$ cat src/rtl/xup_xnor_compare_arbiter.sv
// Round-robin arbiter that lets two requesters share one external xnor vector
// for multi-word equality compares, returning a done pulse with match/err.
module xup_xnor_compare_arbiter #(
  parameter int unsigned SIZE      = 4,
  parameter int unsigned MAX_WORDS = 8
) (
  input  logic                             clk,
  input  logic                             reset_n,
  input  logic [1:0]                       req_valid,
  input  logic [2*SIZE-1:0]                req_a,
  input  logic [2*SIZE-1:0]                req_b,
  input  logic [1:0]                       req_last,
  output logic [1:0]                       req_ready,
  output logic [1:0]                       done,
  output logic                             match,
  output logic                             err,
  output logic [$clog2(MAX_WORDS+1)-1:0]   word_cnt,
  output logic [SIZE-1:0]                  xv_a,
  output logic [SIZE-1:0]                  xv_b,
  input  logic [SIZE-1:0]                  xv_y
);

  localparam int unsigned CntW = $clog2(MAX_WORDS + 1);
  localparam logic [CntW-1:0] LastCnt = CntW'(MAX_WORDS - 1);

  typedef enum logic [1:0] {StIdle, StBusy, StDone} state_e;

  state_e state;
  logic   gnt;
  logic   rr_ptr;
  logic   acc;

  logic grant_sel;
  logic xfer;
  logic word_match;
  logic cur_last;
  logic finish;

  // Contention goes to rr_ptr; otherwise the single valid requester wins.
  assign grant_sel  = (&req_valid) ? rr_ptr : req_valid[1];
  assign xfer       = req_valid[gnt] & req_ready[gnt];
  assign word_match = &xv_y;
  assign cur_last   = req_last[gnt];
  assign finish     = cur_last | (word_cnt == LastCnt);

  always_comb begin
    xv_a = '0;
    xv_b = '0;
    if (state == StBusy) begin
      xv_a = gnt ? req_a[2*SIZE-1:SIZE] : req_a[SIZE-1:0];
      xv_b = gnt ? req_b[2*SIZE-1:SIZE] : req_b[SIZE-1:0];
    end
  end

  always_ff @(posedge clk or negedge reset_n) begin
    if (!reset_n) begin
      state     <= StIdle;
      gnt       <= 1'b0;
      rr_ptr    <= 1'b0;
      acc       <= 1'b1;
      word_cnt  <= '0;
      req_ready <= 2'b00;
      done      <= 2'b00;
      match     <= 1'b0;
      err       <= 1'b0;
    end else begin
      done <= 2'b00;
      unique case (state)
        StIdle: begin
          if (|req_valid) begin
            gnt       <= grant_sel;
            req_ready <= grant_sel ? 2'b10 : 2'b01;
            acc       <= 1'b1;
            word_cnt  <= '0;
            state     <= StBusy;
          end
        end
        StBusy: begin
          if (xfer) begin
            acc      <= acc & word_match;
            word_cnt <= word_cnt + 1'b1;
            if (finish) begin
              // A last on the final allowed word is a normal completion.
              req_ready <= 2'b00;
              done      <= gnt ? 2'b10 : 2'b01;
              match     <= acc & word_match & cur_last;
              err       <= ~cur_last;
              state     <= StDone;
            end
          end
        end
        StDone: begin
          rr_ptr <= ~gnt;
          state  <= StIdle;
        end
        default: state <= StIdle;
      endcase
    end
  end

endmodule
$ cat config.mk
export PLATFORM = sky130hd
export DESIGN_NAME = xup_xnor_compare_arbiter
export DESIGN_NICKNAME = d
export VERILOG_FILES = /design/src/rtl/xup_xnor_compare_arbiter.sv
export SDC_FILE = /design/constraint.sdc
export NUM_CORES = 1
export LEC_CHECK = 0
export BUFFER_PORTS_ARGS = -buffer_cell sky130_fd_sc_hd__buf_4
export CAP_MARGIN = 20
export CORE_ASPECT_RATIO = 1.25
export CORE_UTILIZATION = 40
export DETAILED_ROUTE_END_ITERATION = 8
export PLACE_DENSITY = 0.72
export SETUP_SLACK_MARGIN = 0.1
export SLEW_MARGIN = 20
export SYNTH_ARGS = -nofsm -noshare
export SYNTH_HDL_FRONTEND = slang
export SYNTH_SLANG_ARGS = --single-unit
$ cat constraint.sdc
create_clock -name clk -period 2.06 [get_ports clk]
set_clock_uncertainty 0.1 [all_clocks]
set_input_delay 0.618 -clock clk [delete_from_list [all_inputs] [get_ports clk]]
set_output_delay 0.618 -clock clk [all_outputs]
set_load 0.005 [all_outputs]
# Word-level counts from Yosys, hierarchy flattened
# Cells that the tools add are included.
# W data, S select, Z words.
# word_totals
memories	0
out_inout_bits	18
mem_bits_rw	0
latch_bits	0
romBits	0
regBits	15
elab_cells	63
# classes
div_mod_pow	0
n_lt_le_gt_ge	1
n_shift	0
addsub	1
mux	30
eq_ne	6
reduce_logical	10
n_mul	0
bitwise	6
# ops
cell	n
$mux W4	6
$mux W2	11
$mux W1	9
$reduce_and A3 Y1	3
$pmux W2 S2	2
$pmux W4 S2	1
$reduce_and A4 Y1	2
$ne A2 B2 Y1 const B	3
$add A4 B1 Y4 const B	1
$eq A4 B3 Y1 const B	1
$reduce_and A2 Y1	2
$and A1 B1 Y1	3
$eq A2 B1 Y1 const B	1
$eq A2 B2 Y1 const B	1
$logic_not A2 Y1	1
$lt A1 B2 Y1 const B	1
$not A1 Y1	2
$pmux W1 S2	1
$reduce_bool A2 Y1	1
$reduce_or A2 Y1	1
$or A1 B1 Y1	1

# Depth between registers and ports, before layout
# Gate-level depths: netlist (run 1).
# logic_depth
word_depth	6
ltp_mapped	6
mapped_depth_nobuf	5

# Worst setup path after synthesis (run 1)
# OpenSTA, ideal clock, no wires.
# synth_path
path_type	reg2out
start	reg gnt
end	out xv_a[0]
stages_incl_launch_ff	5
arrival_time_ps	897
path_slack_ps	445
cell_sequence	dfrtp_1 > buf_6 > buf_2 > mux2i_1 > nor2_1
# synth_between
elab_chain_len	2
# synth_lines
element	line	rtl
from (decl)	29	logic gnt;
from (signal assigned)	71	gnt <= grant_sel;
$mux W4	50	xv_a = gnt ? req_a[2*SIZE-1:SIZE] : req_a[SIZE-1:0];
$mux W4	49	if (state == StBusy) begin
to (decl)	18	output logic [SIZE-1:0] xv_a,
# No other way between the ends.

# Worst setup path in the final report (run 1)
# layout_path
start	reg gnt
end	out xv_a[2]
# The elaborated chain is that of the path after synthesis.

==> impl_metrics.ini, run 1 <==
[setup_path]
rr_startpoint = gnt$_DFFE_PN0P_
reg_to_reg_end = req_ready[1]$_DFFE_PN0P_
cp-start-kind = register
critical_path.max_stage_delay_ps = 450
crit_startpoint = gnt$_DFFE_PN0P_
worst-path-max-fanout = 6
required_ps = 1340
critical-path-slowest-cell = sky130_fd_sc_hd__dfrtp_2
crit_chain = buf_8 -> mux2i_1 -> nor2_1 -> buf_4
critical_path_class = register to output pin
critPathArrivalTime_ps = 1220
ff2ff_setup_slack_ps = 340
r2r_cells = 6
endpoint_kind = output pin

[clocking]
cts.path.max_buffers = 2
post_cts_hold_buffer_count = 0
clk_root_buffer_cell = sky130_fd_sc_hd__clkbuf_4
cts_tree = built
cts.clk_slew.worst_paths_ps = 90
cts-buffers-inserted = 3
clock_tree_sinks = 15
clock_insertion_delay_worst_skew_ps = 280
cts-htree-levels = 1

[detailed_routing]
drt-pass1-iter-count = 4
detailedRoute.firstIterationViolations = 8
totalWireLength_mm = 2.011
routed_via_density = 5.260
drc = 0
drtAntennaViolNets = 0
avgRoutedWirePerCell_um = 13.06
vias = 810

[floorplan]
starting_density_of_the_core_pct = 42.80
io_pins = 44
chipHeight_um = 53.49
rows = 18
fp.dieW_um = 43.19
die_area_um2 = 2310
core_area_um2 = 1982

[sta]
unrepaired_setup_endpoints_after_global_routing = true
layout_worst_path_cycle_share_pct = 94.17
drv_slew = 0
timing.final.crit_period_ps = 1940
tns_ps = 0
tightest_slew_ps = 349.2
slew_headroom_pct = 76.54
finalSetupViolCount = 0
maximum_clock_frequency_ghz = 0.5155
final-hold-violation-count = 0

[finish]
post_layout_nonfiller_instances = 154
area_growth_syn_to_layout_pct = 51.03
drive_above_1_share_pct = 47.76
final_util_pct = 64.65
antenna-diode-count = 0
number_of_nets_in_the_layout = 162
filler_cell_count = 167

[synth]
sequential_share_of_the_synthesized_area_pct = 44.40
synthesis.area_um2 = 848.3
ys_async_sr_fraction_pct = 100.0
postSynthAreaPerCell_um2 = 10.10
synth_flop_cell = sky130_fd_sc_hd__dfrtp_1
yosysWarningCount = 0
postSynthRegisterBits = 15
synth_cell_type_count = 35
syn-num-nets = 111
synth_edf_count = 0
syn_inst = 84

[power]
ir_drop_mv = 0.6516
static-leakage-power_nw = 0.6465
pnr_total_power_mw = 1.593
power_density_of_the_placed_cells_nw_per_um2 = 1243

[global_routing]
via_count_of_the_first_global_routing_pass = 758
globalRouteOverflowTotal = 0
grt_first_pass_wirelength_mm = 3.015
grt_antenna_before_repair = 0
grt_max_degree = 16
grt_use_total_pct = 17.69

[placement]
placer_congestion_estimate = 0.7662
post-dp-hpwl_mm = 1.500
buffer_ports.inserted = 43
placed_cells = 147

[min_path]
min-delay-path-class = input pin to asynchronous set/reset pin

[job]
maxCapViolCount = 0

[run_status]
outcome = complete, no violations
==> cell families after synthesis <==
kind of cell,count (synthesis),share of synthesized area (%)
simple gates,31,18.73
flops,15,44.40
buf+inv,6,4.129
fa+ha+maj,1,1.475
compound gates,21,19.17
mux,9,11.06
xor+xnor,1,1.033
==> routing by layer <==
layer / global-route usage [%] / routed length [um]
met1: 18.14 / 780
met2: 34.33 / 1076
met3: 3.072 / 111
met4: 7.576 / 42
met5: 0 / 0
==> cell usage after synthesis, types with 2 or more instances <==
cell type / n / area [um^2]
sky130_fd_sc_hd__and3_1: 2 / 12.51
sky130_fd_sc_hd__nor2_1: 10 / 37.54
sky130_fd_sc_hd__nand2_1: 5 / 18.77
sky130_fd_sc_hd__mux2i_1: 8 / 80.08
sky130_fd_sc_hd__dfrtp_1: 14 / 350.3
sky130_fd_sc_hd__nand3_1: 4 / 20.02
sky130_fd_sc_hd__inv_1: 2 / 7.510
sky130_fd_sc_hd__o21ai_0: 7 / 35.03
sky130_fd_sc_hd__nor3_1: 2 / 10.01
sky130_fd_sc_hd__a21o_1: 2 / 15.01
sky130_fd_sc_hd__nand2b_1: 2 / 12.51
sky130_fd_sc_hd__a22o_1: 3 / 26.28
==> how the worst max path moves through the flow <==
stage | end | slack (ps) | depth (start not counted)
2_1_floorplan | xv_a[0] | 440 | 4
3_3_place_gp | xv_a[3] | 290 | 4
3_5_place_dp | xv_a[2] | 290 | 4
4_1_cts | xv_b[2] | 100 | 4
5_1_grt | xv_a[2] | 50 | 4
6_report | xv_a[2] | 120 | 4
==> state kept, by name (all words and copies together), names as in the netlist <==
| register | flops |
|---|---|
| word_cnt | 4 |
| done | 2 |
| req_ready | 2 |
| state | 2 |
| acc | 1 |
| err | 1 |
| gnt | 1 |
| match | 1 |
| rr_ptr | 1 |
==> what timing repair did <==
action,CTS,global route
gates resized for setup,4,1
setup endpoints to repair,8,8
pin swaps,0,1
setup buffers,0,2
gates cloned,0,1
==> power by group <==
group / leakage (nW) / switching (mW) / total, mW / internal [mW]
clock: 0.0150 / 0.0935 / 0.169 / 0.0752
combinational: 0.443 / 0.387 / 0.906 / 0.519
sequential: 0.188 / 0.107 / 0.518 / 0.411
total: 0.646 / 0.587 / 1.59 / 1.01
==> placed cells by master (no fill, tap or decap), types with 2 or more instances in the layout <==
master / instances
sky130_fd_sc_hd__nor3_1: 2
sky130_fd_sc_hd__a22o_1: 3
sky130_fd_sc_hd__nand3_1: 4
sky130_fd_sc_hd__nor2_1: 10
sky130_fd_sc_hd__and3_1: 2
sky130_fd_sc_hd__dfrtp_1: 13
sky130_fd_sc_hd__clkbuf_4: 3
sky130_fd_sc_hd__inv_1: 2
sky130_fd_sc_hd__nand2_1: 5
sky130_fd_sc_hd__a21o_1: 2
sky130_fd_sc_hd__buf_4: 48
sky130_fd_sc_hd__mux2i_1: 8
sky130_fd_sc_hd__o21ai_0: 7
==> through the flow <==
step | hold slack [ps] | setup WS [ps] | area, um^2
after floorplan | 222.4 | 444.7 | 848.3
after global placement | 363.5 | 293.3 | 1199
after detailed placement | 370.0 | 290.9 | 1199
after CTS | 71.30 | 102.3 | 1240
after global routing | 64.90 | 45.17 | 1281
final | 68.33 | 120.1 | 1281
==> worst max-delay path: cells and delay by family (launching register included) <==
kind / cells / cell delay [ps]
buf+inv: 2 / 270
simple gates: 1 / 100
mux: 1 / 110
flops: 1 / 450
==> layout make-up <==
class	instances	area, um^2	share of cell area, %
Inverter	2	7.507	0.5859
Tap cell	20	25.02	1.953
Multi-Input combinational cell	63	444.2	34.67
Clock buffer	4	26.28	2.051
Sequential cell	15	377.9	29.49
Timing Repair Buffer	50	400.4	31.25
No activity file was read; power rests on OpenSTA's default activity.
==> run 2: changes to the inputs <==
--- a/config.mk
+++ b/config.mk
@@ -9,6 +9,7 @@
 export CAP_MARGIN = 20
 export CORE_ASPECT_RATIO = 1.25
 export CORE_UTILIZATION = 40
+export CTS_CLUSTER_SIZE = 8
 export DETAILED_ROUTE_END_ITERATION = 8
 export PLACE_DENSITY = 0.72
 export SETUP_SLACK_MARGIN = 0.1
==> constraint.sdc (replaced) <==
create_clock -name clk -period 2.2 [get_ports clk]
set_clock_uncertainty 0.1 [all_clocks]
set_input_delay 0.66 -clock clk [delete_from_list [all_inputs] [get_ports clk]]
set_output_delay 0.66 -clock clk [all_outputs]
set_load 0.005 [all_outputs]
==> impl_metrics.ini, run 2 (same netlist as run 1, synthesis figures left out) <==
[run_status]
outcome = complete, no violations

[setup_path]
path_depth = 4
rr_startpoint = gnt$_DFFE_PN0P_
number_of_buffers_and_inverters_on_the_critical_path = 2
endpoint = xv_b[0]
r2r_cells = 5
cp-start-kind = register
critical-path-slowest-cell = sky130_fd_sc_hd__dfrtp_1
critical_path_class = register to output pin
crit_family = flip-flops
endpoint_kind = output pin
critPathArrivalTime_ps = 1270
critical_path.max_stage_delay_ps = 410
required_ps = 1440
crit_startpoint = gnt$_DFFE_PN0P_
crit_chain = buf_8 -> mux2i_1 -> nor2_1 -> buf_4
ff2ff_setup_slack_ps = 620
worst-path-max-fanout = 13
reg_to_reg_end = req_ready[0]$_DFFE_PN0P_

[clocking]
clk_root_buffer_cell = sky130_fd_sc_hd__clkbuf_4
cts-htree-levels = 1
cts.clk_slew.worst_paths_ps = 90
cts-buffers-inserted = 3
post_cts_hold_buffer_count = 0
clock_tree_sinks = 15
cts.path.max_buffers = 2
clock_insertion_delay_worst_skew_ps = 280
cts_tree = built

[floorplan]
core_area_um2 = 1982
die_area_um2 = 2310
rows = 18
io_pins = 44
starting_density_of_the_core_pct = 42.80
chipHeight_um = 53.49
fp.dieW_um = 43.19

[sta]
timing.final.crit_period_ps = 2032
unrepaired_setup_endpoints_after_global_routing = true
final-hold-violation-count = 0
slew_headroom_pct = 65.22
tns_ps = 0
tightest_slew_ps = 518.2
layout_worst_path_cycle_share_pct = 92.35
finalSetupViolCount = 0
drv_slew = 0
maximum_clock_frequency_ghz = 0.4922

[job]
maxCapViolCount = 0

[finish]
final_cell_area_um2 = 1226
antenna-diode-count = 0
number_of_nets_in_the_layout = 157
filler_cell_count = 167
largest_register_ffs = 4
final_common_cell = sky130_fd_sc_hd__buf_4
drive_above_1_share_pct = 45.74
final_util_pct = 61.87
post_layout_nonfiller_instances = 149
top_register = word_cnt
area_growth_syn_to_layout_pct = 44.54
most-common-layout-cells = sky130_fd_sc_hd__buf_4, sky130_fd_sc_hd__dfrtp_1, sky130_fd_sc_hd__nor2_1

[power]
relative_contribution_of_combinational_cells_to_total_power_pct = 54.5
net-switching-power_mw = 0.5280
internal_power_mw = 0.8687
seq_power_share_pct = 34.1
clock_share_of_power_pct = 11.4
static-leakage-power_nw = 0.6202
power_density_of_the_placed_cells_nw_per_um2 = 1139
power.switching_fraction_pct = 37.80
ir_drop_mv = 0.5680

[detailed_routing]
drc = 0
detailedRoute.firstIterationViolations = 4
vias = 779
drt-pass1-iter-count = 4
routed_via_density = 5.228
totalWireLength_mm = 1.966
avgRoutedWirePerCell_um = 13.19
drtAntennaViolNets = 0

[global_routing]
globalRoute.busiestLayer = met2
groute.layer.met1.usage_pct = 18.82
grt_use_total_pct = 18.99
grt_antenna_before_repair = 0
grt_first_pass_wirelength_mm = 3.243
globalRouteOverflowTotal = 0
via_count_of_the_first_global_routing_pass = 775
grtUsageMet2_pct = 37.81
grt_max_degree = 16
met3_usage_pct = 1.365

[placement]
post-dp-hpwl_mm = 1.570
placer_congestion_estimate = 0.7503
postPlaceCellArea_um2 = 1184
placed_cells = 145
buffer_ports.inserted = 43

[min_path]
min-delay-path-class = input pin to asynchronous set/reset pin
run 2: power by group through the flow:
stage / combinational [mW] / sequential (mW) / clock (mW)
final: 0.761 / 0.476 / 0.160
after global routing: 0.834 / 0.494 / 0.175
after CTS: 0.755 / 0.471 / 0.165
after detailed placement: 0.748 / 0.475 / 0
after global placement: 0.731 / 0.470 / 0
after floorplan: 0.458 / 0.460 / 0
run 2: layout make-up:
class	count	area (um^2)	share of cell area, %
Multi-Input combinational cell	63	444.2	36.22
Inverter	2	7.507	0.6122
Tap cell	20	25.02	2.041
Timing Repair Buffer	45	345.3	28.16
Clock inverter	1	5.005	0.4082
Sequential cell	15	376.6	30.71
Clock buffer	3	22.52	1.837
run 2: worst min path at each step:
stage                               to  slack [ps]  depth (start not counted)
4_1_cts        word_cnt[1]$_DFFE_PN0P_         110                          1
3_3_place_gp        rr_ptr$_DFFE_PN0N_         370                          2
2_1_floorplan        done[0]$_DFF_PN0_         260                          0
3_5_place_dp        rr_ptr$_DFFE_PN0N_         370                          2
6_report            rr_ptr$_DFFE_PN0N_         110                          1
5_1_grt        word_cnt[1]$_DFFE_PN0P_         110                          1
run 2: per-stage QoR:
| stage | setup slack, ps | hold WS, ps | power, mW |
|---|---|---|---|
| after CTS | 108.2 | 106.8 | 1.391 |
| after floorplan | 542.7 | 264.4 | 0.9177 |
| after detailed placement | 328.1 | 371.4 | 1.223 |
| after global placement | 350.5 | 368.3 | 1.201 |
| after global routing | 86.73 | 107.6 | 1.502 |
| final | 168.3 | 110.9 | 1.397 |
run 2: per-layer routing:
| layer | vias to the layer above | wire length [um] |
|---|---|---|
| met1 | 353 | 792 |
| li1 | 388 | - |
| met3 | 2 | 114 |
| met5 | - | 0 |
| met2 | 36 | 1035 |
| met4 | 0 | 25 |
run 2: timing repair:
action / in CTS / in global routing
setup buffers: 0 / 0
gates resized for setup: 1 / 3
endpoints found under the setup margin: 3 / 8
